[src/rtl/fir_out_conditioner.sv]
// FIR output conditioner: decimate, round-half-up scale, saturate, then buffer
// results in a show-ahead FIFO behind a ready/valid interface with drop accounting.
module fir_out_conditioner #(
  parameter int unsigned INPUT_WIDTH    = 26,
  parameter int unsigned OUTPUT_WIDTH   = 16,
  parameter int unsigned SHIFT          = 10,
  parameter int unsigned DECIM          = 1,
  parameter int unsigned FIFO_DEPTH     = 4,
  parameter int unsigned DROP_CNT_WIDTH = 16
) (
  input  logic                      clk,
  input  logic                      rst,
  input  logic                      valid_in,
  input  logic [INPUT_WIDTH-1:0]    din,
  output logic                      valid_out,
  input  logic                      ready_out,
  output logic [OUTPUT_WIDTH-1:0]   dout,
  input  logic                      clr_flags,
  output logic                      sat_flag,
  output logic                      ovf_flag,
  output logic [DROP_CNT_WIDTH-1:0] drop_cnt
);

  localparam int unsigned PHASE_W = (DECIM > 1) ? $clog2(DECIM) : 1;
  localparam int unsigned PTR_W   = $clog2(FIFO_DEPTH);
  localparam int unsigned CNT_W   = PTR_W + 1;
  localparam int unsigned SUM_W   = INPUT_WIDTH + 1;
  localparam int unsigned EXT_W   = (SUM_W > OUTPUT_WIDTH) ? SUM_W : OUTPUT_WIDTH;

  localparam logic [SUM_W-1:0] RND_HALF = {{INPUT_WIDTH{1'b0}}, 1'b1} << (SHIFT - 1);
  localparam logic signed [EXT_W-1:0] SAT_MAX =
    {{(EXT_W - OUTPUT_WIDTH + 1){1'b0}}, {(OUTPUT_WIDTH - 1){1'b1}}};
  localparam logic signed [EXT_W-1:0] SAT_MIN =
    {{(EXT_W - OUTPUT_WIDTH + 1){1'b1}}, {(OUTPUT_WIDTH - 1){1'b0}}};
  localparam logic [OUTPUT_WIDTH-1:0] OUT_MAX = {1'b0, {(OUTPUT_WIDTH - 1){1'b1}}};
  localparam logic [OUTPUT_WIDTH-1:0] OUT_MIN = {1'b1, {(OUTPUT_WIDTH - 1){1'b0}}};

  logic [PHASE_W-1:0]        phase_q, phase_d;
  logic                      stg_valid_q, stg_valid_d;
  logic [OUTPUT_WIDTH-1:0]   stg_data_q, stg_data_d;
  logic                      stg_sat_q, stg_sat_d;
  logic [PTR_W-1:0]          rd_ptr_q, rd_ptr_d;
  logic [PTR_W-1:0]          wr_ptr_q, wr_ptr_d;
  logic [CNT_W-1:0]          count_q, count_d;
  logic                      valid_out_d;
  logic [OUTPUT_WIDTH-1:0]   dout_d;
  logic                      sat_flag_d;
  logic                      ovf_flag_d;
  logic [DROP_CNT_WIDTH-1:0] drop_cnt_d;
  logic [OUTPUT_WIDTH-1:0]   mem [FIFO_DEPTH];

  logic signed [SUM_W-1:0]   sum_c;
  logic signed [SUM_W-1:0]   shifted_c;
  logic signed [EXT_W-1:0]   ext_c;
  logic [OUTPUT_WIDTH-1:0]   rnd_val_c;
  logic                      rnd_sat_c;
  logic                      keep_c, pop_c, full_c, push_c, drop_c;
  logic [OUTPUT_WIDTH-1:0]   head_c;

  // Round half toward +inf, then clamp into the output range.
  always_comb begin
    sum_c     = $signed({din[INPUT_WIDTH-1], din}) + $signed(RND_HALF);
    shifted_c = sum_c >>> SHIFT;
    ext_c     = EXT_W'(shifted_c);
    rnd_val_c = OUTPUT_WIDTH'(ext_c);
    rnd_sat_c = 1'b0;
    if (ext_c > SAT_MAX) begin
      rnd_val_c = OUT_MAX;
      rnd_sat_c = 1'b1;
    end else if (ext_c < SAT_MIN) begin
      rnd_val_c = OUT_MIN;
      rnd_sat_c = 1'b1;
    end
  end

  // Next-state logic for decimator, stage register, FIFO and flags.
  always_comb begin
    phase_d     = phase_q;
    stg_valid_d = 1'b0;
    stg_data_d  = rnd_val_c;
    stg_sat_d   = rnd_sat_c;
    rd_ptr_d    = rd_ptr_q;
    wr_ptr_d    = wr_ptr_q;
    count_d     = count_q;
    dout_d      = dout;
    sat_flag_d  = sat_flag;
    ovf_flag_d  = ovf_flag;
    drop_cnt_d  = drop_cnt;
    head_c      = mem[rd_ptr_q];

    keep_c = valid_in && (phase_q == '0);
    if (valid_in) begin
      phase_d = (phase_q == PHASE_W'(DECIM - 1)) ? '0 : phase_q + PHASE_W'(1);
    end
    stg_valid_d = keep_c;

    pop_c  = valid_out && ready_out;
    full_c = (count_q == CNT_W'(FIFO_DEPTH));
    push_c = stg_valid_q && (!full_c || pop_c);
    drop_c = stg_valid_q && full_c && !pop_c;

    if (push_c) wr_ptr_d = wr_ptr_q + PTR_W'(1);
    if (pop_c)  rd_ptr_d = rd_ptr_q + PTR_W'(1);
    case ({push_c, pop_c})
      2'b10:   count_d = count_q + CNT_W'(1);
      2'b01:   count_d = count_q - CNT_W'(1);
      default: count_d = count_q;
    endcase

    // New head may be the entry being written this edge.
    if (push_c && (rd_ptr_d == wr_ptr_q)) head_c = stg_data_q;
    else                                  head_c = mem[rd_ptr_d];
    valid_out_d = (count_d != '0);
    if (valid_out_d) dout_d = head_c;

    if (clr_flags) begin
      sat_flag_d = 1'b0;
      ovf_flag_d = 1'b0;
      drop_cnt_d = '0;
    end
    if (push_c && stg_sat_q) sat_flag_d = 1'b1;
    if (drop_c) begin
      ovf_flag_d = 1'b1;
      if (drop_cnt_d != '1) drop_cnt_d = drop_cnt_d + DROP_CNT_WIDTH'(1);
    end
  end

  always_ff @(posedge clk) begin
    if (!rst) begin
      phase_q     <= '0;
      stg_valid_q <= 1'b0;
      stg_data_q  <= '0;
      stg_sat_q   <= 1'b0;
      rd_ptr_q    <= '0;
      wr_ptr_q    <= '0;
      count_q     <= '0;
      valid_out   <= 1'b0;
      dout        <= '0;
      sat_flag    <= 1'b0;
      ovf_flag    <= 1'b0;
      drop_cnt    <= '0;
    end else begin
      phase_q     <= phase_d;
      stg_valid_q <= stg_valid_d;
      stg_data_q  <= stg_data_d;
      stg_sat_q   <= stg_sat_d;
      rd_ptr_q    <= rd_ptr_d;
      wr_ptr_q    <= wr_ptr_d;
      count_q     <= count_d;
      valid_out   <= valid_out_d;
      dout        <= dout_d;
      sat_flag    <= sat_flag_d;
      ovf_flag    <= ovf_flag_d;
      drop_cnt    <= drop_cnt_d;
    end
  end

  // FIFO storage needs no reset; occupancy is tracked by count_q.
  always_ff @(posedge clk) begin
    if (rst && push_c) mem[wr_ptr_q] <= stg_data_q;
  end

endmodule
[config.mk]
export PLATFORM = sky130hd
export DESIGN_NAME = fir_out_conditioner
export DESIGN_NICKNAME = d
export VERILOG_FILES = /design/src/rtl/fir_out_conditioner.sv
export SDC_FILE = /design/constraint.sdc
export NUM_CORES = 1
export LEC_CHECK = 0
export CORE_AREA = 2 2 101 103
export DETAILED_ROUTE_END_ITERATION = 16
export DIE_AREA = 0 0 103 105
export DONT_BUFFER_PORTS = 1
export PLACE_DENSITY = 0.79
export SETUP_SLACK_MARGIN = 0.5
export SLEW_MARGIN = 40
export SYNTH_ARGS = -nofsm -noshare
export SYNTH_HDL_FRONTEND = slang
export SYNTH_SLANG_ARGS = --single-unit
[constraint.sdc]
create_clock -name clk -period 3.3 [get_ports clk]
set_input_delay 0.165 -clock clk [delete_from_list [all_inputs] [get_ports clk]]
set_output_delay 0.165 -clock clk [all_outputs]
set_load 0.02 [all_outputs]
# [Yosys cells after proc, flatten, opt, wreduce, memory -nomap -nowiden]
# Memory sizes are Yosys's and may differ from the RTL's. A register that Yosys moved wholly into a read port is not among the register bits.
# Cells that the tools add are included.
[classes] eq_ne=4 n_reduce_logical=15 mul=0 div=0 shifts=0 n_lt_le_gt_ge=2 bitwise=2 n_mux=15 addsub=7
[op_table] cell="2-to-1 mux 16 bit" count=4
[op_table] cell="adder 26 x 11 -> 27 bit (second input constant)" count=1
[op_table] cell="greater-than comparator 17 x 16 -> 1 bit (second input constant)" count=1
[op_table] cell="< comparator 17 x 16 -> 1 bit (second input constant)" count=1
[op_table] cell="adder 16 x 1 -> 16 bit (second input constant)" count=1
[op_table] cell="inequality test 16 bit (second input constant)" count=1
[op_table] cell="2-to-1 mux 15 bit" count=1
[op_table] cell="2-to-1 mux 1 bit" count=8
[op_table] cell="logical AND 1 bit" count=7
[op_table] cell="one-hot mux 3 bit (2 select lines)" count=1
[op_table] cell="adder 2 x 1 -> 2 bit (second input constant)" count=2
[op_table] cell="nonzero test 2 bit" count=2
[op_table] cell="adder 3 x 1 -> 3 bit (second input constant)" count=1
[op_table] cell="equality test 3 bit (second input constant)" count=1
[op_table] cell="zero test 1 bit" count=3
[op_table] cell="nonzero test 3 bit" count=1
[op_table] cell="subtractor 3 x 1 -> 3 bit (second input constant)" count=1
[op_table] cell="equality test 2 x 1 -> 1 bit (second input constant)" count=1
[op_table] cell="equality test 2 bit (second input constant)" count=1
[op_table] cell="2-to-1 mux 2 bit" count=1
[op_table] cell="NOT 1 bit" count=2
[op_table] cell="OR reduction 2 bit" count=1
[op_table] cell="adder 1 bit (second input constant)" count=1
[op_table] cell="logical OR 1 bit" count=1
[word_totals] input_bits=31 rom_bits=0 latch_bits=0 ff_bits=45 wordCells=58 ramBits=64 out_inout_bits=35 n_memories=1
[mem_list] name="mem" depth=4 word_bits=16 rd=1 rd_ports_with_merged_regs=1 write_ports=1 line="50" rtl="logic [OUTPUT_WIDTH-1:0] mem [FIFO_DEPTH];"

# [Longest topological paths before layout]
[depth] ltp_word=7 ltp_mapped=13 ltp_nobuf=11

# [Least setup slack after synthesis]
# Ideal clock, no wire load.
[synth_timing] path_kind="reg-to-reg" startpoint="register valid_out" endpoint="register dout[1], read port of mem" setup_ns=0.073 period_less_slack_ns=3.083 path_stages_with_launch=14 setup_slack_ns=0.217 n_path_buf=3 required_time_ns=3.227 arrival_ns=3.010 path_cell_list="dfxtp_1 nand2_1 inv_2 buf_2 ha_1 inv_1 fa_1 xor3_1 and3_4 nor3_4 nand2b_2 buf_6 buf_6 o211ai_2"
[synth_via] elab_chain_len=6 elab_cells_between_ends=8 classes_between="2 x eq/ne; 2 x mux; 4 x reduce/logical"
[synth_lines] element="start: declaration" line="15" rtl="output logic valid_out,"
[synth_lines] element="start signal: assignment" line="150" rtl="valid_out <= valid_out_d;"
[synth_lines] element="logical AND 1 bit (*)" line="97" rtl="pop_c = valid_out && ready_out;"
[synth_lines] element="logical OR 1 bit" line="99" rtl="push_c = stg_valid_q && (!full_c || pop_c);"
[synth_lines] element="logical AND 1 bit" line="99"
[synth_lines] element="equality test 2 x 1 -> 1 bit / equality test 2 bit (equally long branches)" line="104" rtl="case ({push_c, pop_c})"
[synth_lines] element="one-hot mux 3 bit (2 select lines)" line="104"
[synth_lines] element="nonzero test 3 bit" line="113" rtl="valid_out_d = (count_d != '0);"
[synth_lines] element="end: declaration" line="17" rtl="output logic [OUTPUT_WIDTH-1:0] dout,"
# Mark *: on every way between the ends. The rest lies on a longest branch, timed or not.
# A chain may end at the register's enable or synchronous reset.

# [Final worst setup path]
[layout_timing] startpoint="input din[16]" endpoint="register stg_data_q[4]"
[layout_via] elab_chain_len=4 elab_cells_between_ends=5 classes_between="1 x add/sub; 2 x order compare; 2 x mux"
[layout_lines] element="start: declaration" line="14" rtl="input logic [INPUT_WIDTH-1:0] din,"
[layout_lines] element="adder 26 x 11 -> 27 bit (*)" line="62" rtl="sum_c = $signed({din[INPUT_WIDTH-1], din}) + $signed(RND_HALF);"
[layout_lines] element="< comparator 17 x 16 -> 1 bit" line="70" rtl="end else if (ext_c < SAT_MIN) begin"
[layout_lines] element="2-to-1 mux 16 bit" line="70"
[layout_lines] element="2-to-1 mux 15 bit (*)" line="67" rtl="if (ext_c > SAT_MAX) begin"
[layout_lines] element="end signal: assignment" line="145" rtl="stg_data_q <= stg_data_d;"
[layout_lines] element="end: declaration" line="40" rtl="logic [OUTPUT_WIDTH-1:0] stg_data_q, stg_data_d;"
# Marks and branches as above.

==> metrics.txt <==
RSZ-0062 raised after global routing=no; Yosys reg bits=124; CP max stage delay=0.64 ns; worst hold path type=primary input to register; Final Hold Viols=0; synth warn=0; Final Instance Area=7100 um2; cell area after placement=6230 um2; vias post-DR=4243; clock sink count=124; PortBufs=0; status=complete, no violations; # H-tree levels=4; CTS max path bufs=2; TNS Setup=0 ns; most used cell, CP=dlygate4sd3_1; Critical Path AT=3.15 ns; Synth cell types=57; Routed Antenna Nets=0; initial antenna violation count=0; Root Driver=clkbuf_8; worst slew pin tran=0.781 ns; global-route wire length before repair=20.5 mm; startpoint types=primary input; starting density of the core=63.5%; Top FF cell, synth=edfxtp_1; Slew Viols, Final=0; normalized max-slew margin=47.5%; P&R area growth vs syn=16.0%; drt total wl=13.1 mm; worst hold slack=0.0249 ns; Worst-path clk slew=0.05 ns; Initial DRC Count=213; fin crit period=2.69 ns; Detail Placement HPWL=7.85 mm; P_leak=2.38 nW; GRT Residual Overflow=0; filler instances=685; DIE WIDTH=103 um; # setup viols final=0; slowest cell on the critical path=nor4_1; worst-path fanout max=5; layout cells sized above 1=14.8%; worst skew pair latency=0.53 ns; post-synth top area share=approximately a third; die area=around 11000 um2; Power, Total=between 4 and 5 mW; critical path class=primary input to register; Vert. Die Dim=around 110 um; vias in the first global route=approximately 4100; sequential area share after synthesis=51.0%; gpl congestion=0.866; Max Clock Freq=371 MHz; Vias/cell=6.11; dpl cells=633; row cnt=36; Num CTS Buffers=17; area leader, netlist=edfxtp_1; largest net degree at the start of global routing=65; reported max-cap violation count=0; CTS tree=yes; Post-synth EDFFs=64; Avg Inst Size Synth=11.8 um2; WP buf/inv=3; drt wl/cell=18.8 um; antenna cell count=0; Remaining DRCs=0; Finished Layout Cells=695; Synth Cell Area=6120 um2; Final Core Density=roughly 74%; Synth area leaders=edfxtp_1, dfxtp_1, mux2i_1, mux4_2, nand3_1; final setup skew=about 0.024 ns; Place WS=0.309 ns; layout net count=588; final cycle utilization of the critical path=81.6%; core area=just under 10000 um2; IO Pins=66; crit path cell chain=dlygate4sd3_1 > nand2_1 > dlygate4sd3_1 > nor4_1 > nand2_1 > o22ai_1 > dlygate4sd3_1 > o21a_1; setup ws final=0.606 ns; Initial DRT Pass Iterations=4; critical path data required time=3.76 ns; CP Capture Type=register; Mapped Nets=558; cell count after synthesis=approximately 520; GRT Util Overall=about 25%; Max VDD drop=~0.00032 V; kind of cell adding the most delay to the critical path=buffers and inverters; asr flop ratio synth=0%; PwrDens=594 nW/um2
==> registers in the layout, indices dropped and copies added, names as in the netlist <==
register and flops:
mem 64, dout 16, drop_cnt 16, stg_data_q 16, count_q 3, rd_ptr_q 2
wr_ptr_q 2, ovf_flag 1, sat_flag 1, stg_sat_q 1, stg_valid_q 1, valid_out 1
==> report_power, final <==
part / internal [mW] / total (mW) / switching, mW
combinational: 0.291 / 0.607 / 0.317
clock: 1.10 / 1.72 / 0.627
sequential: 1.72 / 1.89 / 0.164
total: 3.11 / 4.22 / 1.11
==> metal layers <==
layer / vias to the layer above / global-route usage, % / wire length, um
li1: 2004 / - / -
met1: 2064 / 32.0 / 5480
met2: 162 / 40.7 / 6520
met3: 13 / 7.42 / 890
met4: 0 / 7.52 / 159
met5: - / 0 / 0
==> cells in the mapped netlist, types with 2 or more instances <==
cell type,count
mux4_2,16
and4b_1,2
o21ai_0,9
and4_1,2
mux2i_1,68
nand4b_1,2
clkbuf_1,11
nor2b_1,8
o2111ai_1,2
o21a_1,4
nand2_1,37
xor2_1,6
ha_1,7
xnor2_1,18
or3_1,4
nor2_1,27
o211ai_1,8
nand2b_1,5
buf_2,9
dfxtp_1,60
and3_1,15
a311o_1,2
nor4_1,4
nor3_1,6
a21oi_1,23
nand3_1,36
edfxtp_1,64
nand4_1,5
and2_1,3
buf_6,3
a211oi_1,5
inv_2,2
inv_1,13
o211ai_2,10
==> cell families after synthesis <==
group / synth area share (%)
AO/OA/AOI/OAI: 9.16
buffers and inverters: 3.07
AND/OR/NAND/NOR: 14.0
adder cells (fa/ha/maj): 1.76
flip-flops: 51.0
multiplexers: 17.2
XOR/XNOR: 3.82
==> cells in the final DEF (no fill, tap or decap), types with 3 or more instances in the layout <==
cell type	instances
ha_1	7
and2_1	3
nor2b_1	8
nand4_1	5
o21ai_0	9
clkinv_2	3
o21a_1	4
nand3_1	36
and3_1	11
inv_1	13
nor2_1	26
edfxtp_1	64
a21oi_1	23
dlygate4sd3_1	25
o211ai_1	8
nand2b_1	5
nand2_1	36
and3_2	4
nor3_1	6
xnor2_1	18
a211oi_1	5
clkbuf_8	4
xor2_1	6
dfxtp_1	57
o211ai_2	10
buf_4	8
mux4_2	16
nor4_1	4
or3_1	4
mux2i_1	68
clkbuf_16	17
clkbuf_1	4
==> path summary, 6_finish.rpt <==
check	startpoint	to	slack [ns]	cells past startpoint
min	din[25]	stg_data_q[8]	0.02	3
max reg2reg	count_q[1]	dout[2]	0.61	13
max	din[16]	stg_data_q[4]	0.61	8
min reg2reg	stg_sat_q	sat_flag	0.48	2
==> worst register-to-register path, cell delays in order, from the launching register on <==
cell      delay (ns)
dfxtp_1         0.36
nor2_4          0.18
a31oi_4         0.11
inv_2           0.09
ha_1            0.22
inv_1           0.08
fa_1            0.41
xor3_1          0.21
and3_4          0.20
nor3_4          0.19
buf_4           0.15
buf_8           0.16
nand3_1         0.13
o211ai_2        0.12
==> timing repair <==
action | 4_1_cts | 5_1_grt
resized for setup | 2 | 6
hold endpoints to repair | 36 | 0
cloned | 0 | 1
buffers inserted | 1 | 3
hold buffers | 25 | 0
setup endpoints to repair | 16 | 16
pin swaps | 1 | 1
==> final cells by class <==
type                    count  area [um2]  share of cell area (%)
flip-flops and latches    124        3130                    44.1
repair buffers             35         337                    4.74
inverters                  15        58.8                   0.828
clock inverters             7        61.3                   0.863
clock buffers              25         495                    6.98
multi-input cells         356        2850                    40.2
well taps                 133         166                    2.34
No activity file was read; power rests on OpenSTA's default activity.
